**src/rtl/fetch_pc_unit_pkg.sv**
```systemverilog
// ---------------------------------------------------------------------------
// fetch_pc_unit_pkg
//   Shared definitions for the fetch front end (fetch_pc_unit, branch_predictor).
//   Holds the address width, default reset PC, FSM state encodings, the
//   pending-request slot layout and the wrapping sequential-PC helper.
// ---------------------------------------------------------------------------
package fetch_pc_unit_pkg;

  localparam int ADDR_W = 32;

  localparam logic [ADDR_W-1:0] DEFAULT_RESET_PC = 32'h0000_0000;

  localparam logic [2:0] ST_IDLE  = 3'd0;
  localparam logic [2:0] ST_FETCH = 3'd1;
  localparam logic [2:0] ST_WAIT  = 3'd2;
  localparam logic [2:0] ST_HOLD  = 3'd3;
  localparam logic [2:0] ST_DRAIN = 3'd4;

  // Context captured when a request is accepted, replayed with the returned word.
  typedef struct packed {
    logic [ADDR_W-1:0] pc;
    logic              pred_taken;
    logic [ADDR_W-1:0] pred_addr;
  } pend_t;

  // Sequential successor; the add truncates, so the top address wraps to 0.
  function automatic logic [ADDR_W-1:0] seq_pc(input logic [ADDR_W-1:0] pc,
                                               input int unsigned       step);
    return pc + ADDR_W'(step);
  endfunction

endpackage

```
**src/rtl/fetch_pc_unit_next_pc_mux.sv**
```systemverilog
// ---------------------------------------------------------------------------
// next_pc_mux
//   Purely combinational next-PC select: redirect > prediction > sequential.
//   When nothing advances the PC, the current value is passed through.
// Ports:
//   cur_pc          current fetch PC
//   advance         a fetch request is accepted this cycle
//   predict_valid   predictor hit for cur_pc
//   predict_addr    predicted target
//   redirect_valid  EXEC redirect
//   redirect_addr   redirect target
//   next_pc         PC to load on the next rising edge
// ---------------------------------------------------------------------------
module next_pc_mux
  import fetch_pc_unit_pkg::*;
#(
  parameter int unsigned PC_STEP = 1
) (
  input  logic [ADDR_W-1:0] cur_pc,
  input  logic              advance,
  input  logic              predict_valid,
  input  logic [ADDR_W-1:0] predict_addr,
  input  logic              redirect_valid,
  input  logic [ADDR_W-1:0] redirect_addr,
  output logic [ADDR_W-1:0] next_pc
);

  always_comb begin
    if (redirect_valid)
      next_pc = redirect_addr;
    else if (advance && predict_valid)
      next_pc = predict_addr;
    else if (advance)
      next_pc = seq_pc(cur_pc, PC_STEP);
    else
      next_pc = cur_pc;
  end

endmodule

```
**src/rtl/fetch_pc_unit.sv**
```systemverilog
// ---------------------------------------------------------------------------
// fetch_pc_unit
//   Instruction fetch PC sequencer with a single outstanding memory request.
//   Produces the fetch-to-decode bundle and handles redirects from EXEC.
// Ports:
//   clk, rst_n                         clock, async active-low reset
//   f_predict_valid/addr               predictor result for f_pc
//   x_redirect_valid/addr              EXEC redirect (highest priority)
//   imem_ready                         memory accepts the request this cycle
//   imem_rsp_valid/data                returned instruction word
//   d_stall                            decode cannot accept
//   f_pc                               current fetch PC (predictor lookup)
//   imem_req_valid/addr                fetch request (addr == f_pc)
//   fd_valid/pc/instr/pred_taken/addr  fetch-to-decode bundle
//
// state | meaning
// IDLE  | one cycle after reset release, no request
// FETCH | request f_pc
// WAIT  | request accepted, waiting for the word
// HOLD  | word registered, decode stalled; bundle held
// DRAIN | redirected while waiting; discard the late word
// ---------------------------------------------------------------------------
module fetch_pc_unit
  import fetch_pc_unit_pkg::*;
#(
  parameter logic [ADDR_W-1:0] RESET_PC = DEFAULT_RESET_PC,
  parameter int unsigned       PC_STEP  = 1
) (
  input  logic              clk,
  input  logic              rst_n,
  input  logic              f_predict_valid,
  input  logic [ADDR_W-1:0] f_predict_addr,
  input  logic              x_redirect_valid,
  input  logic [ADDR_W-1:0] x_redirect_addr,
  input  logic              imem_ready,
  input  logic              imem_rsp_valid,
  input  logic [31:0]       imem_rsp_data,
  input  logic              d_stall,
  output logic [ADDR_W-1:0] f_pc,
  output logic              imem_req_valid,
  output logic [ADDR_W-1:0] imem_req_addr,
  output logic              fd_valid,
  output logic [ADDR_W-1:0] fd_pc,
  output logic [31:0]       fd_instr,
  output logic              fd_pred_taken,
  output logic [ADDR_W-1:0] fd_pred_addr
);

  logic [2:0]        state;
  pend_t             pend;
  logic              accept;
  logic [ADDR_W-1:0] next_pc;

  // A redirect cancels the request in the same cycle so the stale PC never issues.
  assign imem_req_valid = (state == ST_FETCH) && !x_redirect_valid;
  assign imem_req_addr  = f_pc;
  assign accept         = imem_req_valid && imem_ready;

  next_pc_mux #(
    .PC_STEP (PC_STEP)
  ) u_next_pc_mux (
    .cur_pc         (f_pc),
    .advance        (accept),
    .predict_valid  (f_predict_valid),
    .predict_addr   (f_predict_addr),
    .redirect_valid (x_redirect_valid),
    .redirect_addr  (x_redirect_addr),
    .next_pc        (next_pc)
  );

  always_ff @(posedge clk or negedge rst_n) begin
    if (!rst_n) begin
      state         <= ST_IDLE;
      f_pc          <= RESET_PC;
      pend          <= '0;
      fd_valid      <= 1'b0;
      fd_pc         <= '0;
      fd_instr      <= '0;
      fd_pred_taken <= 1'b0;
      fd_pred_addr  <= '0;
    end else begin
      if (state != ST_IDLE)
        f_pc <= next_pc;

      fd_valid <= 1'b0;

      case (state)
        ST_IDLE: state <= ST_FETCH;

        ST_FETCH: begin
          if (accept) begin
            pend.pc         <= f_pc;
            pend.pred_taken <= f_predict_valid;
            pend.pred_addr  <= f_predict_addr;
            state           <= ST_WAIT;
          end
        end

        ST_WAIT: begin
          if (x_redirect_valid) begin
            state <= imem_rsp_valid ? ST_FETCH : ST_DRAIN;
          end else if (imem_rsp_valid) begin
            fd_valid      <= 1'b1;
            fd_pc         <= pend.pc;
            fd_instr      <= imem_rsp_data;
            fd_pred_taken <= pend.pred_taken;
            fd_pred_addr  <= pend.pred_addr;
            state         <= d_stall ? ST_HOLD : ST_FETCH;
          end
        end

        ST_HOLD: begin
          if (x_redirect_valid || !d_stall)
            state <= ST_FETCH;
          else
            fd_valid <= 1'b1;
        end

        // A redirect here only moves f_pc; the outstanding word still has to be
        // swallowed, and if it lands in the same cycle nothing is left to wait for.
        ST_DRAIN: begin
          if (imem_rsp_valid)
            state <= ST_FETCH;
        end

        default: state <= ST_IDLE;
      endcase
    end
  end

endmodule

```
**config.mk**
```make
export PLATFORM = sky130hd
export DESIGN_NAME = fetch_pc_unit
export DESIGN_NICKNAME = d
export VERILOG_FILES = /design/src/rtl/fetch_pc_unit_pkg.sv /design/src/rtl/fetch_pc_unit_next_pc_mux.sv /design/src/rtl/fetch_pc_unit.sv
export SDC_FILE = /design/constraint.sdc
export NUM_CORES = 1
export LEC_CHECK = 0
export CAP_MARGIN = 20
export CORE_ASPECT_RATIO = 0.8
export CORE_MARGIN = 2
export CORE_UTILIZATION = 25
export DETAILED_ROUTE_END_ITERATION = 8
export GPL_ROUTABILITY_DRIVEN = 0
export GPL_TIMING_DRIVEN = 1
export PLACE_DENSITY_LB_ADDON = 0.08
export RECOVER_POWER = 50
export SYNTH_ARGS = -nofsm -noshare
export SYNTH_HDL_FRONTEND = slang
export SYNTH_SLANG_ARGS = --single-unit
```
**constraint.sdc**
```tcl
create_clock -name clk -period 2.43 [get_ports clk]
set_clock_uncertainty 0.1 [all_clocks]
set_input_delay 0.729 -clock clk [delete_from_list [all_inputs] [get_ports clk]]
set_output_delay 0.729 -clock clk [all_outputs]
set_load 0.03 [all_outputs]
```
==> flow_summary.toml, run 1 <==
[run]
maxCapViolations = 0

[logic_synthesis]
synth_cells = 717
synth-seq-cells = 198
synth_cell_types = 66
seq_area_frac_synth_pct = 56.0
synth-edff-count = 0
synth.area.top_cells = "dfrtp_1, mux2_2, buf_4"
synthMostInstantiatedCell = "dfrtp_1"
yosys_warnings = 0
synth_common_cells = "dfrtp_1, mux2_2, nand2_1"
avgSynthCellArea_sq_um = 12.3
async_flop_share_pct = 100
synth_top_flop_cell = "dfrtp_1"
syn-cell-area_sq_mm = 0.00885
yosys.area.top_type_share_pct = 56.0
synthesis.nets = 821
synth_top_area_cell = "dfrtp_1"

[min_path]
hold_path.class = "reg2reg"
hp-start = "pend[57]"

[setup_path]
cp_cell_sequence = "buf_6 -> or4b_4 -> inv_8 -> buf_12"
r2r_start = "f_pc[19]"
max_stage_delay_ns = 0.58
crit_type = "in2out"
end_kind = "output port"
startpoint_type = "input pin"
path_delay_family = "simple AND/OR/NAND/NOR gates"
critPathRequiredTime_ns = 1.60
startpoint = "x_redirect_valid"
critPathMaxFanout = 2
crit_arrival_ns = 1.59
crit_buf_inv = 3
cpMaxStageDelayCell = "or4b_4"

[routing]
first_pass_iters = 4
via_count = 6806
antenna_left = 0
vias_per_cell = 4.54
routedWlPerCell_um = 19.9
drt_iter0_markers = 359
wirelength_mm = 29.8
drc = 0

[floorplan]
rows = 61
io_pins = 266
start_util_pct = 25.4
die_h_um = 172
die_w_um = 214
die-area_sq_mm = 0.0369
fp.coreArea_sq_mm = 0.0348

[power]
irDropWorstVdd_mv = 0.419
p_leak_nw = 5.72
power_density_mw_per_mm2 = 955

[layout]
fin_cells = 1500
n_fill_cell = 3503
final_util_pct = 37.5
multi_input_area_sq_mm = 0.00350
final_nets = 1119
post_route_cells_drive_above_1_share_pct = 28.2
seqCellArea_sq_mm = 0.00495
area_delta_synth_final_pct = 47.4

[timing]
finalHoldViolCount = 0
fmax_ghz = 0.413
slew_headroom_pct = 12.1
min_period_over_period_pct = 99.5
worst_slew_pin_slew_ns = 1.32
setup_viol = 0
rsz0062_at_grt = "yes"
period_needed_ns = 2.42
drv_slew = 0

[place]
dp_cells = 1466
dpl.hpwl_mm = 22.2
port_buffers = 265

[clock_tree]
cts_tree = "built"
ctsHoldBuffers = 0
cts_root_buf = "clkbuf_16"
cts_buffers = 17
cts_buffer_depth = 2
clock_latency_ns = 0.44
clkTransAtPathRegs_ns = 0.07
htree_levels = 4
cts_sinks = 198

[global_route]
grt_remaining_overflow = 0
grt_max_degree = 49
first_global_vias = 7134
grt_pass1_wl_mm = 45.7
antenna_found_initial = 3
grt_usage_pct = 16.5

[run_status]
run_status = "finished, final reports clean"
cells by family after synthesis:
group | count (synthesis) | synth area share [%]
DFF | 198 | 56.0
and+or+nand+nor | 146 | 8.18
muxes | 162 | 20.6
xor gates and xnor gates | 13 | 1.29
buffers and inverters | 82 | 5.06
AOI/OAI and AO/OA | 115 | 8.81
adders and majority gates | 1 | 0.141
power by group:
| part | internal, mW | leakage [nW] | switching (mW) | total (mW) |
|---|---|---|---|---|
| logic | 2.06 | 2.92 | 2.50 | 4.56 |
| registers | 4.17 | 2.49 | 0.563 | 4.73 |
| clock network | 1.85 | 0.310 | 1.32 | 3.17 |
| total | 8.08 | 5.72 | 4.38 | 12.5 |
placed cells by master (no fill, tap or decap), types with 5 or more instances in the layout:
master           netlist  routed
a211o_1                5       5
a21oi_1               29      29
a31oi_1                7       7
buf_12                 0       8
buf_4                 32      71
bufinv_16              0       5
clkbuf_1              28       5
clkbuf_16              0      17
clkdlybuf4s50_1        0     198
dfrtp_1              198     198
dlygate4sd2_1          0      58
dlymetal6s2s_1         0       5
inv_1                  6       6
mux2_2               158     158
nand2_1               47      46
nand3_1               17      16
nand4_1                6       6
nor2_1                34      34
nor3_1                 8       8
nor4_1                10       8
o21a_1                 5       5
o21ai_0               20      20
o22ai_1                8       8
xnor2_1               10      10
routing by layer:
metal	up-vias	wire length [um]	GRT usage [%]
met3	23	1890	5.08
li1	3161	-	-
met2	221	12500	23.6
met1	3397	15000	24.1
met5	-	24	0
met4	4	412	3.68
sequential cells by signal, indices dropped and copies added (netlist names):
name	count
pend	65
fd_valid	1
fd_pc	32
fd_pred_addr	32
state	3
fd_instr	32
f_pc	32
fd_pred_taken	1
path summary, 6_finish.rpt:
path | depth (start not counted) | slack [ns] | to
max in group asynchronous | 2 | 0.36 | pend[8]
worst max register to register | 5 | 0.11 | f_pc[29]
worst min register to register | 2 | 0.38 | pend[57]
worst max-delay path | 4 | 0.01 | imem_req_valid
worst min-delay path | 2 | 0.38 | pend[57]
min in group asynchronous | 1 | 0.47 | fd_instr[17]
tightest hold or removal path: stages, from the launching register on:
cell and delay [ns]:
dfrtp_1 0.34, nand2_1 0.04, o21ai_0 0.06
through the flow:
stage | worst slack [ns] | hold WS (ns) | instance area, sq um | power [mW] | TNS (ns)
after floorplan | -0.00804 | 0.333 | 8880 | 7.38 | -0.0643
after global placement | -0.115 | 0.368 | 12600 | 9.56 | -0.914
after detailed placement | -0.110 | 0.371 | 12600 | 9.59 | -1.60
after CTS | -0.0164 | 0.0935 | 13100 | 12.7 | -0.0164
after global routing | -0.0381 | 0.418 | 13100 | 13.2 | -0.0381
final | 0.0114 | 0.380 | 13100 | 12.5 | 0
timing repair:
action,CTS,global route
setup endpoints to repair,59,9
hold endpoints to repair,0,0
resized for setup,59,7
buffers inserted,2,0
pin swaps,1,0
layout make-up:
class	count	area share [%]
Sequential cell	198	38.0
Multi-Input combinational cell	437	26.8
Timing Repair Buffer	354	25.5
Tap cell	472	4.52
Clock buffer	19	3.39
Clock inverter	12	1.51
Inverter	7	0.259
Antenna cell	1	0.0192
(Power assumes the default switching activity.)
==> run 2, diff against run 1 <==
Settings changed: CELL_PAD_IN_SITES_DETAIL_PLACEMENT set to 0, CELL_PAD_IN_SITES_GLOBAL_PLACEMENT set to 1.
==> run 2 against run 1 <==
Compared with the run above:
- the run now ends with capacitance limit, slew limit, setup timing left
- combinational power about the same
- via count decreased by 0.40%
- core utilization decreased by 0.11 points
- critical path depth unchanged
- routed wire length increased by 1.3%
- register-to-register slack about the same
- global-route usage increased by 0.24 points
- non-clock buffer count decreased by 1
- die area unchanged
- highest routed layer unchanged
==> flow_summary.toml, run 2 (synthesized netlist as in run 1, its figures left out) <==
[routing]
drt_iter0_markers = 320
via_count = 6779
routedWlPerCell_um = 20.1
drc = 0
vias_per_cell = 4.53
antenna_left = 0
wirelength_mm = 30.2
first_pass_iters = 5

[timing]
fin_ws_ns = -0.0145
rsz0062_at_grt = "yes"
worst_slew_pin_slew_ns = 1.64
setup_viol = 1
min_period_over_period_pct = 101
slew_headroom_pct = -9.63
fmax_ghz = 0.409
period_needed_ns = 2.44
drv_slew = 56
finalHoldViolCount = 0

[clock_tree]
cts_buffer_depth = 2
clkTransAtPathRegs_ns = 0.07
cts_sinks = 198
cts_buffers = 17
cts_root_buf = "clkbuf_16"
htree_levels = 4
clock_latency_ns = 0.45
cts_tree = "built"

[setup_path]
cpMaxStageDelayCell = "or4b_4"
cp_cell_sequence = "buf_2 -> or4b_4 -> inv_8 -> buf_12"
critPathRequiredTime_ns = 1.60
max_stage_delay_ns = 0.58
startpoint = "x_redirect_valid"
reg2reg_to = "fd_pc[17]"
rrSetupSlack_ns = 0.12
startpoint_type = "input pin"
endpoint = "imem_req_valid"
crit_type = "in2out"
crit_arrival_ns = 1.62
end_kind = "output port"
r2r_start = "state[1]"
critPathMaxFanout = 2
reg2reg_depth = 6

[power]
pwr-share-seq_pct = 39.1
power_density_mw_per_mm2 = 928
irDropWorstVdd_mv = 0.369
clockPowerShare_pct = 23.2
power_switching_mw = 4.38
p_leak_nw = 5.70
sw_frac_of_total_pct = 36.3
intPower_mw = 7.69
comb_power_share_pct = 37.7

[run_status]
violations = "capacitance limit, slew limit, setup timing"
run_status = "finished, violations left"

[floorplan]
fp.coreArea_sq_mm = 0.0348
rows = 61
io_pins = 266
die_h_um = 172
die_w_um = 214
start_util_pct = 25.4
die-area_sq_mm = 0.0369

[place]
dp_cells = 1465
port_buffers = 265
dpl.hpwl_mm = 22.7
place_area_sq_mm = 0.0125

[global_route]
grt_remaining_overflow = 0
grt_max_degree = 59
grt_pass1_wl_mm = 45.6
antenna_found_initial = 2
grt_usage_pct = 16.7
first_global_vias = 6923

[layout]
final_nets = 1118
mostFrequentLayoutCells = "clkdlybuf4s50_1, dfrtp_1, mux2_2, buf_4, dlygate4sd2_1"
fin_cells = 1498
regMostFlops = "pend"
area_delta_synth_final_pct = 47.0
final_common_cell = "clkdlybuf4s50_1"
final_cell_area_sq_mm = 0.0130
largest_reg_flops = 65
post_route_cells_drive_above_1_share_pct = 28.3

[min_path]
hold_path.class = "reg2reg"

[run]
maxCapViolations = 1
## run 2: what timing repair did
item                                    CTS  global route
endpoints found under the setup margin   55             9
gates resized for setup                  54             7
setup buffers                             2             0
hold buffers                              0             0
pin swaps                                 1             0
## run 2: power by group through the flow
| stage | combinational [mW] | clock (mW) | sequential [mW] |
|---|---|---|---|
| 2_1_floorplan | 1.60 | 0 | 5.78 |
| 3_3_place_gp | 4.76 | 0 | 4.78 |
| 3_5_place_dp | 4.76 | 0 | 4.80 |
| 4_1_cts | 4.63 | 2.95 | 4.74 |
| 5_1_grt | 4.84 | 3.07 | 4.86 |
| 6_report | 4.55 | 2.80 | 4.72 |
## run 2: stage by stage
step	power (mW)	utilization, %	setup TNS [ns]	hold slack [ns]	worst slack, ns
after global placement	9.54	36.0	-2.81	0.366	-0.184
after detailed placement	9.56	36.0	-2.64	0.373	-0.182
after CTS	12.3	37.5	-0.0392	0.119	-0.0392
after global routing	12.8	37.4	-0.214	0.417	-0.0606
final	12.1	37.4	-0.0145	0.382	-0.0145
after floorplan	7.38	-	-0.0643	0.333	-0.00804
## run 2: worst max-delay path, delay by kind of cell
kind,cells,cell delay (ns)
and+or+nand+nor,1,0.58
buffers and inverters,3,0.30
## run 2: worst min path at each step
stage,from,endpoint,slack (ns),depth (start not counted)
6_report,pend[32],pend[32],0.38,2
5_1_grt,pend[31],pend[31],0.42,1
4_1_cts,rst_n,fd_pred_addr[3],0.12,1
3_5_place_dp,pend[32],pend[32],0.37,2
3_3_place_gp,pend[32],pend[32],0.37,2
2_1_floorplan,rst_n,f_pc[0],0.33,0
## run 2: metal layers
metal | vias to the layer above | wire [um] | track usage [%]
met4 | 2 | 376 | 4.41
met5 | - | 12 | 0
met1 | 3414 | 15300 | 24.3
met2 | 185 | 12800 | 24.5
met3 | 21 | 1670 | 4.40
li1 | 3157 | - | -
## run 2: cell type report
type	instances	area, sq um
inverters	7	33.8
clock buffers	20	457
fillers	3471	21800
clock inverters	10	97.6
multi-input cells	437	3500
diodes	1	2.50
flip-flops and latches	198	4950
repair buffers	353	3380
well taps	472	591
